**config.mk**
```make
export PLATFORM = sky130hd
export DESIGN_NAME = switch_conditioner
export DESIGN_NICKNAME = d
export VERILOG_FILES = /design/src/rtl/pmic_pkg.sv /design/src/rtl/debounce_channel.sv /design/src/rtl/switch_conditioner.sv
export SDC_FILE = /design/constraint.sdc
export NUM_CORES = 1
export LEC_CHECK = 0
export CELL_PAD_IN_SITES_DETAIL_PLACEMENT = 1
export CELL_PAD_IN_SITES_GLOBAL_PLACEMENT = 2
export CORE_MARGIN = 2
export CORE_UTILIZATION = 42
export CTS_BUF_LIST = sky130_fd_sc_hd__clkbuf_16
export CTS_CLUSTER_SIZE = 20
export DETAILED_ROUTE_END_ITERATION = 10
export HOLD_SLACK_MARGIN = 0.1
export PLACE_DENSITY_LB_ADDON = 0.25
export SLEW_MARGIN = 20
export SYNTH_ARGS = -nofsm -noshare
export SYNTH_HDL_FRONTEND = slang
export SYNTH_SLANG_ARGS = --single-unit
```
**constraint.sdc**
```tcl
create_clock -name clk -period 4 [get_ports clk]
set_input_delay 1 -clock clk [delete_from_list [all_inputs] [get_ports clk]]
set_output_delay 1 -clock clk [all_outputs]
set_load 0.03 [all_outputs]
```
**src/rtl/pmic_pkg.sv**
```systemverilog
// Shared constants for the power-management input path: parameter defaults and
// the channel assignment of the slide switches.
package pmic_pkg;
  localparam int unsigned N_CH_DEF            = 3;
  localparam int unsigned DEBOUNCE_CYCLES_DEF = 1_000_000;
  localparam int unsigned HOLD_CYCLES_DEF     = 100_000_000;

  localparam int unsigned CH_ON = 0;
  localparam int unsigned CH_LB = 1;
  localparam int unsigned CH_LP = 2;
endpackage

```
**src/rtl/debounce_channel.sv**
```systemverilog
// One switch bit: two-flop synchroniser, debounce filter, registered rise/fall
// pulses and a single long-hold pulse per high period.
import pmic_pkg::*;

module debounce_channel #(
  parameter int unsigned DEBOUNCE_CYCLES = DEBOUNCE_CYCLES_DEF,
  parameter int unsigned HOLD_CYCLES     = HOLD_CYCLES_DEF
) (
  input  logic clk,
  input  logic reset,
  input  logic sw_raw,
  output logic sw_stable,
  output logic sw_rise,
  output logic sw_fall,
  output logic sw_hold
);
  localparam int DB_W = $clog2(DEBOUNCE_CYCLES);
  localparam int HW   = $clog2(HOLD_CYCLES + 1);
  localparam logic [DB_W-1:0] DB_MAX   = DB_W'(DEBOUNCE_CYCLES - 1);
  localparam logic [HW-1:0]   HOLD_MAX = HW'(HOLD_CYCLES);
  localparam logic [HW-1:0]   HOLD_PRE = HW'(HOLD_CYCLES - 1);

  logic            sync1_q, sync2_q;
  logic [DB_W-1:0] db_cnt_q, db_cnt_d;
  logic            stable_q, stable_d;
  logic            rise_q, rise_d;
  logic            fall_q, fall_d;
  logic [HW-1:0]   hold_cnt_q, hold_cnt_d;
  logic            hold_q, hold_d;

  always_comb begin
    stable_d = stable_q;
    db_cnt_d = '0;
    // Any sample matching the accepted level restarts the stability window.
    if (sync2_q != stable_q) begin
      if (db_cnt_q == DB_MAX) stable_d = sync2_q;
      else                    db_cnt_d = db_cnt_q + DB_W'(1);
    end
    rise_d = stable_d & ~stable_q;
    fall_d = ~stable_d & stable_q;

    hold_cnt_d = '0;
    hold_d     = 1'b0;
    // Saturating at HOLD_MAX keeps the pulse from repeating within one high period.
    if (stable_q) begin
      hold_cnt_d = (hold_cnt_q == HOLD_MAX) ? hold_cnt_q : hold_cnt_q + HW'(1);
      hold_d     = (hold_cnt_q == HOLD_PRE);
    end
  end

  always_ff @(posedge clk) begin
    if (reset) begin
      sync1_q    <= 1'b0;
      sync2_q    <= 1'b0;
      db_cnt_q   <= '0;
      stable_q   <= 1'b0;
      rise_q     <= 1'b0;
      fall_q     <= 1'b0;
      hold_cnt_q <= '0;
      hold_q     <= 1'b0;
    end else begin
      sync1_q    <= sw_raw;
      sync2_q    <= sync1_q;
      db_cnt_q   <= db_cnt_d;
      stable_q   <= stable_d;
      rise_q     <= rise_d;
      fall_q     <= fall_d;
      hold_cnt_q <= hold_cnt_d;
      hold_q     <= hold_d;
    end
  end

  assign sw_stable = stable_q;
  assign sw_rise   = rise_q;
  assign sw_fall   = fall_q;
  assign sw_hold   = hold_q;
endmodule

```
**src/rtl/switch_conditioner.sv**
```systemverilog
// Conditions the raw slide switches (on, LB, LP) into clean levels and pulses
// for the power-management FSM; one independent debounce_channel per bit.
import pmic_pkg::*;

module switch_conditioner #(
  parameter int unsigned N_CH            = N_CH_DEF,
  parameter int unsigned DEBOUNCE_CYCLES = DEBOUNCE_CYCLES_DEF,
  parameter int unsigned HOLD_CYCLES     = HOLD_CYCLES_DEF
) (
  input  logic            clk,
  input  logic            reset,
  input  logic [N_CH-1:0] sw_raw,
  output logic [N_CH-1:0] sw_stable,
  output logic [N_CH-1:0] sw_rise,
  output logic [N_CH-1:0] sw_fall,
  output logic [N_CH-1:0] sw_hold
);
  for (genvar g = 0; g < int'(N_CH); g++) begin : g_ch
    debounce_channel #(
      .DEBOUNCE_CYCLES (DEBOUNCE_CYCLES),
      .HOLD_CYCLES     (HOLD_CYCLES)
    ) u_ch (
      .clk       (clk),
      .reset     (reset),
      .sw_raw    (sw_raw[g]),
      .sw_stable (sw_stable[g]),
      .sw_rise   (sw_rise[g]),
      .sw_fall   (sw_fall[g]),
      .sw_hold   (sw_hold[g])
    );
  end
endmodule

```
## After elaboration in Yosys (flattened, before gate mapping)

Cells that the tools add are included.

- Flip-flop bits (word level): 159
- Bits in latches: 0
- RAM bits: 0
- ROM bits: 0
- Logic and storage cells: 69
- Memories kept: 0

- Add/sub/neg operators: 6
- Multipliers: 0
- Divide/modulo/power cells: 0
- $lt $le $gt $ge: 0
- Equal/unequal tests: 12
- Shift-type cells: 0
- Mux-type cells: 6
- Bitwise operators: 15
- Reductions and logical operators: 6

Operator list:

| operator | number |
|---|---|
| $eq A27 B27 Y1 const B | 6 |
| $add A27 B1 Y27 const B | 3 |
| $add A20 B1 Y20 const B | 3 |
| $eq A20 B20 Y1 const B | 3 |
| $not A1 Y1 | 9 |
| $reduce_or A3 Y1 | 3 |
| $and A1 B1 Y1 | 6 |
| $mux W1 | 6 |
| $reduce_or A2 Y1 | 3 |
| $ne A1 B1 Y1 | 3 |

## Logic depth before layout (Yosys ltp)

- Depth in word-level cells: 5
- Gate-level depth with buffers: 7
- Depth with buffers taken out: 6

## Hierarchy

A second synthesis with hierarchy kept.

- Cells, all modules: 873
- Area, all modules: 7514.7 um^2

Modules (own cells, without submodules):

| module | times used | cells an instance | area each (um^2) | seq. area each (um^2) |
|---|---|---|---|---|
| debounce_channel | 3 | 291 | 2504.9 | 1061.0 |

## Worst setup path before layout

OpenSTA, ideal clock, no wires.

- Path kind: input-to-reg
- Start point: in reset
- End point: reg g_ch[0].u_ch.hold_cnt_q[0]
- Arrival: 1.987 ns
- Data required time: 3.872 ns
- Path slack: 1.886 ns
- Stages on the path: 5
- Buffers on the path: 3
- Cell sequence: clkbuf_1 nand2b_1 clkbuf_1 buf_1 nor2_1

- Longest elaborated chain between the ends: 1

RTL lines:

| what | RTL line | source |
|---|---|---|
| start, declared | switch_conditioner.sv:11 | `input logic reset,` |
| $reduce_or A2 Y1 (no source line) | - |  |
| end signal, assigned | debounce_channel.sv:68 | `hold_cnt_q <= hold_cnt_d;` |
| end, declared | debounce_channel.sv:28 | `logic [HW-1:0] hold_cnt_q, hold_cnt_d;` |

Every way passes these cells.
A chain may end at the register's enable or synchronous reset.

## Final worst setup path

- Start point: reg g_ch[0].u_ch.stable_q
- End point: out sw_stable[0]

RTL lines:

| what | RTL line | source |
|---|---|---|
| start, declared | debounce_channel.sv:25 | `logic stable_q, stable_d;` |
| start signal, assigned | debounce_channel.sv:65 | `stable_q <= stable_d;` |
| end, declared | switch_conditioner.sv:13 | `output logic [N_CH-1:0] sw_stable,` |

No word-level cell between the ends.

==> metrics.log <==
[metrics] DRC: 0
[metrics] Fmax: 385 MHz
[metrics] violation count after the first detailed-route iteration: 266
[metrics] aggregate global-route resource usage: 19.0%
[metrics] standard cell core area: 16500 um^2
[metrics] data arrival time of the critical path: 1.59 ns
[metrics] number of buffers inserted to repair setup after CTS: 0
[metrics] number of flops mapped to enable cells by yosys: 0
[metrics] Yosys warnings: 0
[metrics] final worst hold slack: 0.444 ns
[metrics] routed length per placed instance: 15.5 um
[metrics] critical path depth: 1
[metrics] register-to-register path setup slack: 1.67 ns
[metrics] critical hold path startpoint: g_ch[0].u_ch.sync1_q
[metrics] clk_skew: 0.00695 ns
[metrics] status: finished clean
[metrics] count of cells resized by post-cts repair: 0
[metrics] vertical extent of the die: 134 um
[metrics] maximum buffer depth of the clock tree: 2
[metrics] measured slew at the worst slew-check pin: 0.841 ns
[metrics] setup TNS after final layout: 0 ns
[metrics] Initial DRT Pass Iterations: 4
[metrics] Detailed Route WL: 16200 um
[metrics] clock net sink count: 159
[metrics] root cell of the clock tree: sky130_fd_sc_hd__clkbuf_16
[metrics] Main synth FF type: sky130_fd_sc_hd__dfxtp_1
[metrics] flop and latch count out of synthesis: 159
[metrics] Initial Util: 42.8%
[metrics] worst setup slack after layout: 1.41 ns
[metrics] hold buffer count at CTS: 0
[metrics] clock tree from TritonCTS: done
[metrics] final hold violation count: 0
[metrics] type of origin of the critical path: flop
[metrics] DIE WIDTH: 134 um
[metrics] number of antenna violations at the first check in global routing: 0
[metrics] number of buffers inserted by port buffering: 16
[metrics] FF-to-FF End: g_ch[0].u_ch.db_cnt_q[14]
[metrics] Worst Path Required: 3.00 ns
[metrics] clock latency reported for the late side of the worst-skew pair: 0.42 ns
[metrics] H-tree levels: 4
[metrics] power per cell area: 402 nW/um^2
[metrics] weighted congestion reported at the end of routability-driven placement: 0.754
[metrics] P_leak: 0.00243 uW
[metrics] Mapped Area: 7080 um^2
[metrics] number of maximum-capacitance violations: 0
[metrics] worst slack at placement: 1.25 ns
[metrics] pin count of the biggest net entering global routing: 29
[metrics] reg-to-reg startpoint: g_ch[0].u_ch.db_cnt_q[0]
[metrics] fraction of the cycle the final worst path needs: 64.9%
[metrics] CTS buffer count: 17
[metrics] Final setup viols: 0
[metrics] Crit path buffers/inverters: 1
[metrics] Setup crit end kind: output pin
[metrics] count of different cell masters after synthesis: 47
[metrics] depth of the most critical reg-to-reg path: 5
[metrics] termination of the worst setup path: sw_stable[0]
[metrics] GR Overflow Total: 0
[metrics] number of nets in the layout: 826
[metrics] cell family with most CP delay: buffers and inverters
[metrics] syn avg cell area: 8.81 um^2
[metrics] launch point of the critical path: g_ch[0].u_ch.sw_stable
[metrics] Synth async-reset ratio: 0%
[metrics] sequential cell area fraction in the yosys report: 45.0%
[metrics] share of post-route cells with drive strength above 1: 5.34%
[metrics] via count of the first global-routing pass: 5764
[metrics] global-route wire length before repair: 27800 um
[metrics] antenna diode count: 0
[metrics] Syn Nets: 818
[metrics] number of inserted filler cells in the final layout: 1908
[metrics] number of antenna-violating nets in the routed design: 0
[metrics] start-to-end type of the worst setup path: flop to output pin
[metrics] count of pins on the block boundary: 17
[metrics] maximum vdd drop: 0.304 mV
[metrics] number of max-slew violations in the final report: 0
[metrics] largest fanout of any net on the critical path: 5
[metrics] area growth from synthesis to layout: 12.1%
[metrics] critical-path cell with the highest stage delay: sky130_fd_sc_hd__clkdlybuf4s50_1
[metrics] Die Area: 17900 um^2
[metrics] number of instances in the synthesized netlist: 804
[metrics] Clk pin slew, worst setup/hold paths: 0.06 ns
[metrics] Site Rows: 47
[metrics] setup repair after global routing missed its margin: no
[metrics] max incr delay on CP: 0.73 ns
[metrics] worst rel slew slack: 43.4%
[metrics] vias: 5545
[metrics] via density per instance: 5.31
[metrics] cells traversed along the worst timing path: clkdlybuf4s50_1
[metrics] post-detail-place hpwl: 11100 um
[metrics] crit path time final: 2.59 ns
[metrics] path class of the lowest-slack min-delay path: flop to flop
[cell families after synthesis]
kind of cell,count (synthesis),synth area share [%]
AND/OR/NAND/NOR,436,32.4
flip-flops,159,45.0
XOR/XNOR,119,14.7
buffers and inverters,46,3.23
AO/OA/AOI/OAI,29,2.23
adder cells (fa/ha/maj),9,1.59
multiplexers,6,0.848
[placed cells by master (no fill, tap or decap), drive strengths merged, types with 7 or more instances in the layout]
master,count
dfxtp,159
nor2,147
xor2,61
xnor2,58
nand2,54
nand3,51
nand4,35
nor3,27
nor4,25
and3,22
inv,19
clkbuf,17
clkdlybuf4s50,16
a21oi,15
or3,12
and4,11
or4,11
o21ai,9
nor2b,9
ha,9
nor4b,8
nand2b,7
clkinv,7
[cells in the mapped netlist (2+ instances only)]
cell type                  count  area, um^2
sky130_fd_sc_hd__a21oi_1      15        75.1
sky130_fd_sc_hd__and2_1        4        25.0
sky130_fd_sc_hd__and3_1       22         138
sky130_fd_sc_hd__and4_1       11        96.3
sky130_fd_sc_hd__buf_1         6        22.5
sky130_fd_sc_hd__buf_2         6        30.0
sky130_fd_sc_hd__buf_4        13        97.6
sky130_fd_sc_hd__clkbuf_1      6        22.5
sky130_fd_sc_hd__dfxtp_1     159        3180
sky130_fd_sc_hd__ha_1          9         113
sky130_fd_sc_hd__inv_1        15        56.3
sky130_fd_sc_hd__mux2i_1       6        60.1
sky130_fd_sc_hd__nand2_1      53         199
sky130_fd_sc_hd__nand2b_1      7        43.8
sky130_fd_sc_hd__nand3_1      48         240
sky130_fd_sc_hd__nand3_2       3        30.0
sky130_fd_sc_hd__nand3b_1      2        15.0
sky130_fd_sc_hd__nand4_1      33         206
sky130_fd_sc_hd__nand4_2       2        25.0
sky130_fd_sc_hd__nor2_1      147         552
sky130_fd_sc_hd__nor2b_1       9        56.3
sky130_fd_sc_hd__nor3_1       24         120
sky130_fd_sc_hd__nor3_2        2        20.0
sky130_fd_sc_hd__nor4_1       23         144
sky130_fd_sc_hd__nor4b_1       8        70.1
sky130_fd_sc_hd__o21a_1        2        15.0
sky130_fd_sc_hd__o21ai_0       9        45.0
sky130_fd_sc_hd__o31ai_1       3        22.5
sky130_fd_sc_hd__or3_1        11        68.8
sky130_fd_sc_hd__or3b_2        3        26.3
sky130_fd_sc_hd__or4_1        10        75.1
sky130_fd_sc_hd__xnor2_1      58         508
sky130_fd_sc_hd__xor2_1       61         534
[worst min-delay path by stage]
stage	end	slack [ns]	cells past startpoint
6_report	g_ch[0].u_ch.sync2_q	0.44	1
5_1_grt	g_ch[2].u_ch.sync2_q	0.46	1
4_1_cts	g_ch[0].u_ch.sync2_q	0.45	1
3_5_place_dp	g_ch[0].u_ch.sync2_q	0.44	1
3_3_place_gp	g_ch[1].u_ch.sync2_q	0.43	1
2_1_floorplan	g_ch[0].u_ch.sync2_q	0.41	1
[sequential cells by signal, indices dropped and copies added, names as in the netlist]
name                  count
g_ch.u_ch.sync1_q         3
g_ch.u_ch.sync2_q         3
g_ch.u_ch.db_cnt_q       60
g_ch.u_ch.sw_fall         3
g_ch.u_ch.sw_stable       3
g_ch.u_ch.sw_hold         3
g_ch.u_ch.sw_rise         3
g_ch.u_ch.hold_cnt_q     81
[per-layer routing]
layer  GRT usage, %  vias to the layer above  routed length, um
li1               -                     2766                  -
met1           23.9                     2738               7660
met2           32.7                       31               8010
met3           3.93                       10                316
met4           5.67                        0                165
met5              0                        -                  0
[area by class of cell]
| cell class | instances | area (um^2) | area share, % |
|---|---|---|---|
| sequential | 159 | 3180 | 40.1 |
| timing repair buffer | 20 | 190 | 2.40 |
| clock buffer | 17 | 425 | 5.36 |
| clock inverter | 14 | 135 | 1.70 |
| inverter | 15 | 56.3 | 0.710 |
| multi-input combinational | 599 | 3670 | 46.2 |
| tap | 220 | 275 | 3.47 |
[per-stage QoR]
step                      cell area (um^2)  utilization, %  power [uW]  std cells
after floorplan                       7080               -        1640        804
after global placement                7370            44.6        1640       1013
after detailed placement              7370            44.6        1640       1013
after CTS                             7930            48.0        3220       1044
after global routing                  7930            48.0        3300       1044
final                                 7930            48.0        3190       1044
[power by group]
group | internal (uW) | total [uW] | switching (uW)
Combinational | 7.98 | 18.4 | 10.4
Clock | 956 | 1580 | 621
Sequential | 1590 | 1590 | 3.12
Total | 2550 | 3190 | 634
(Power assumes the default switching activity.)
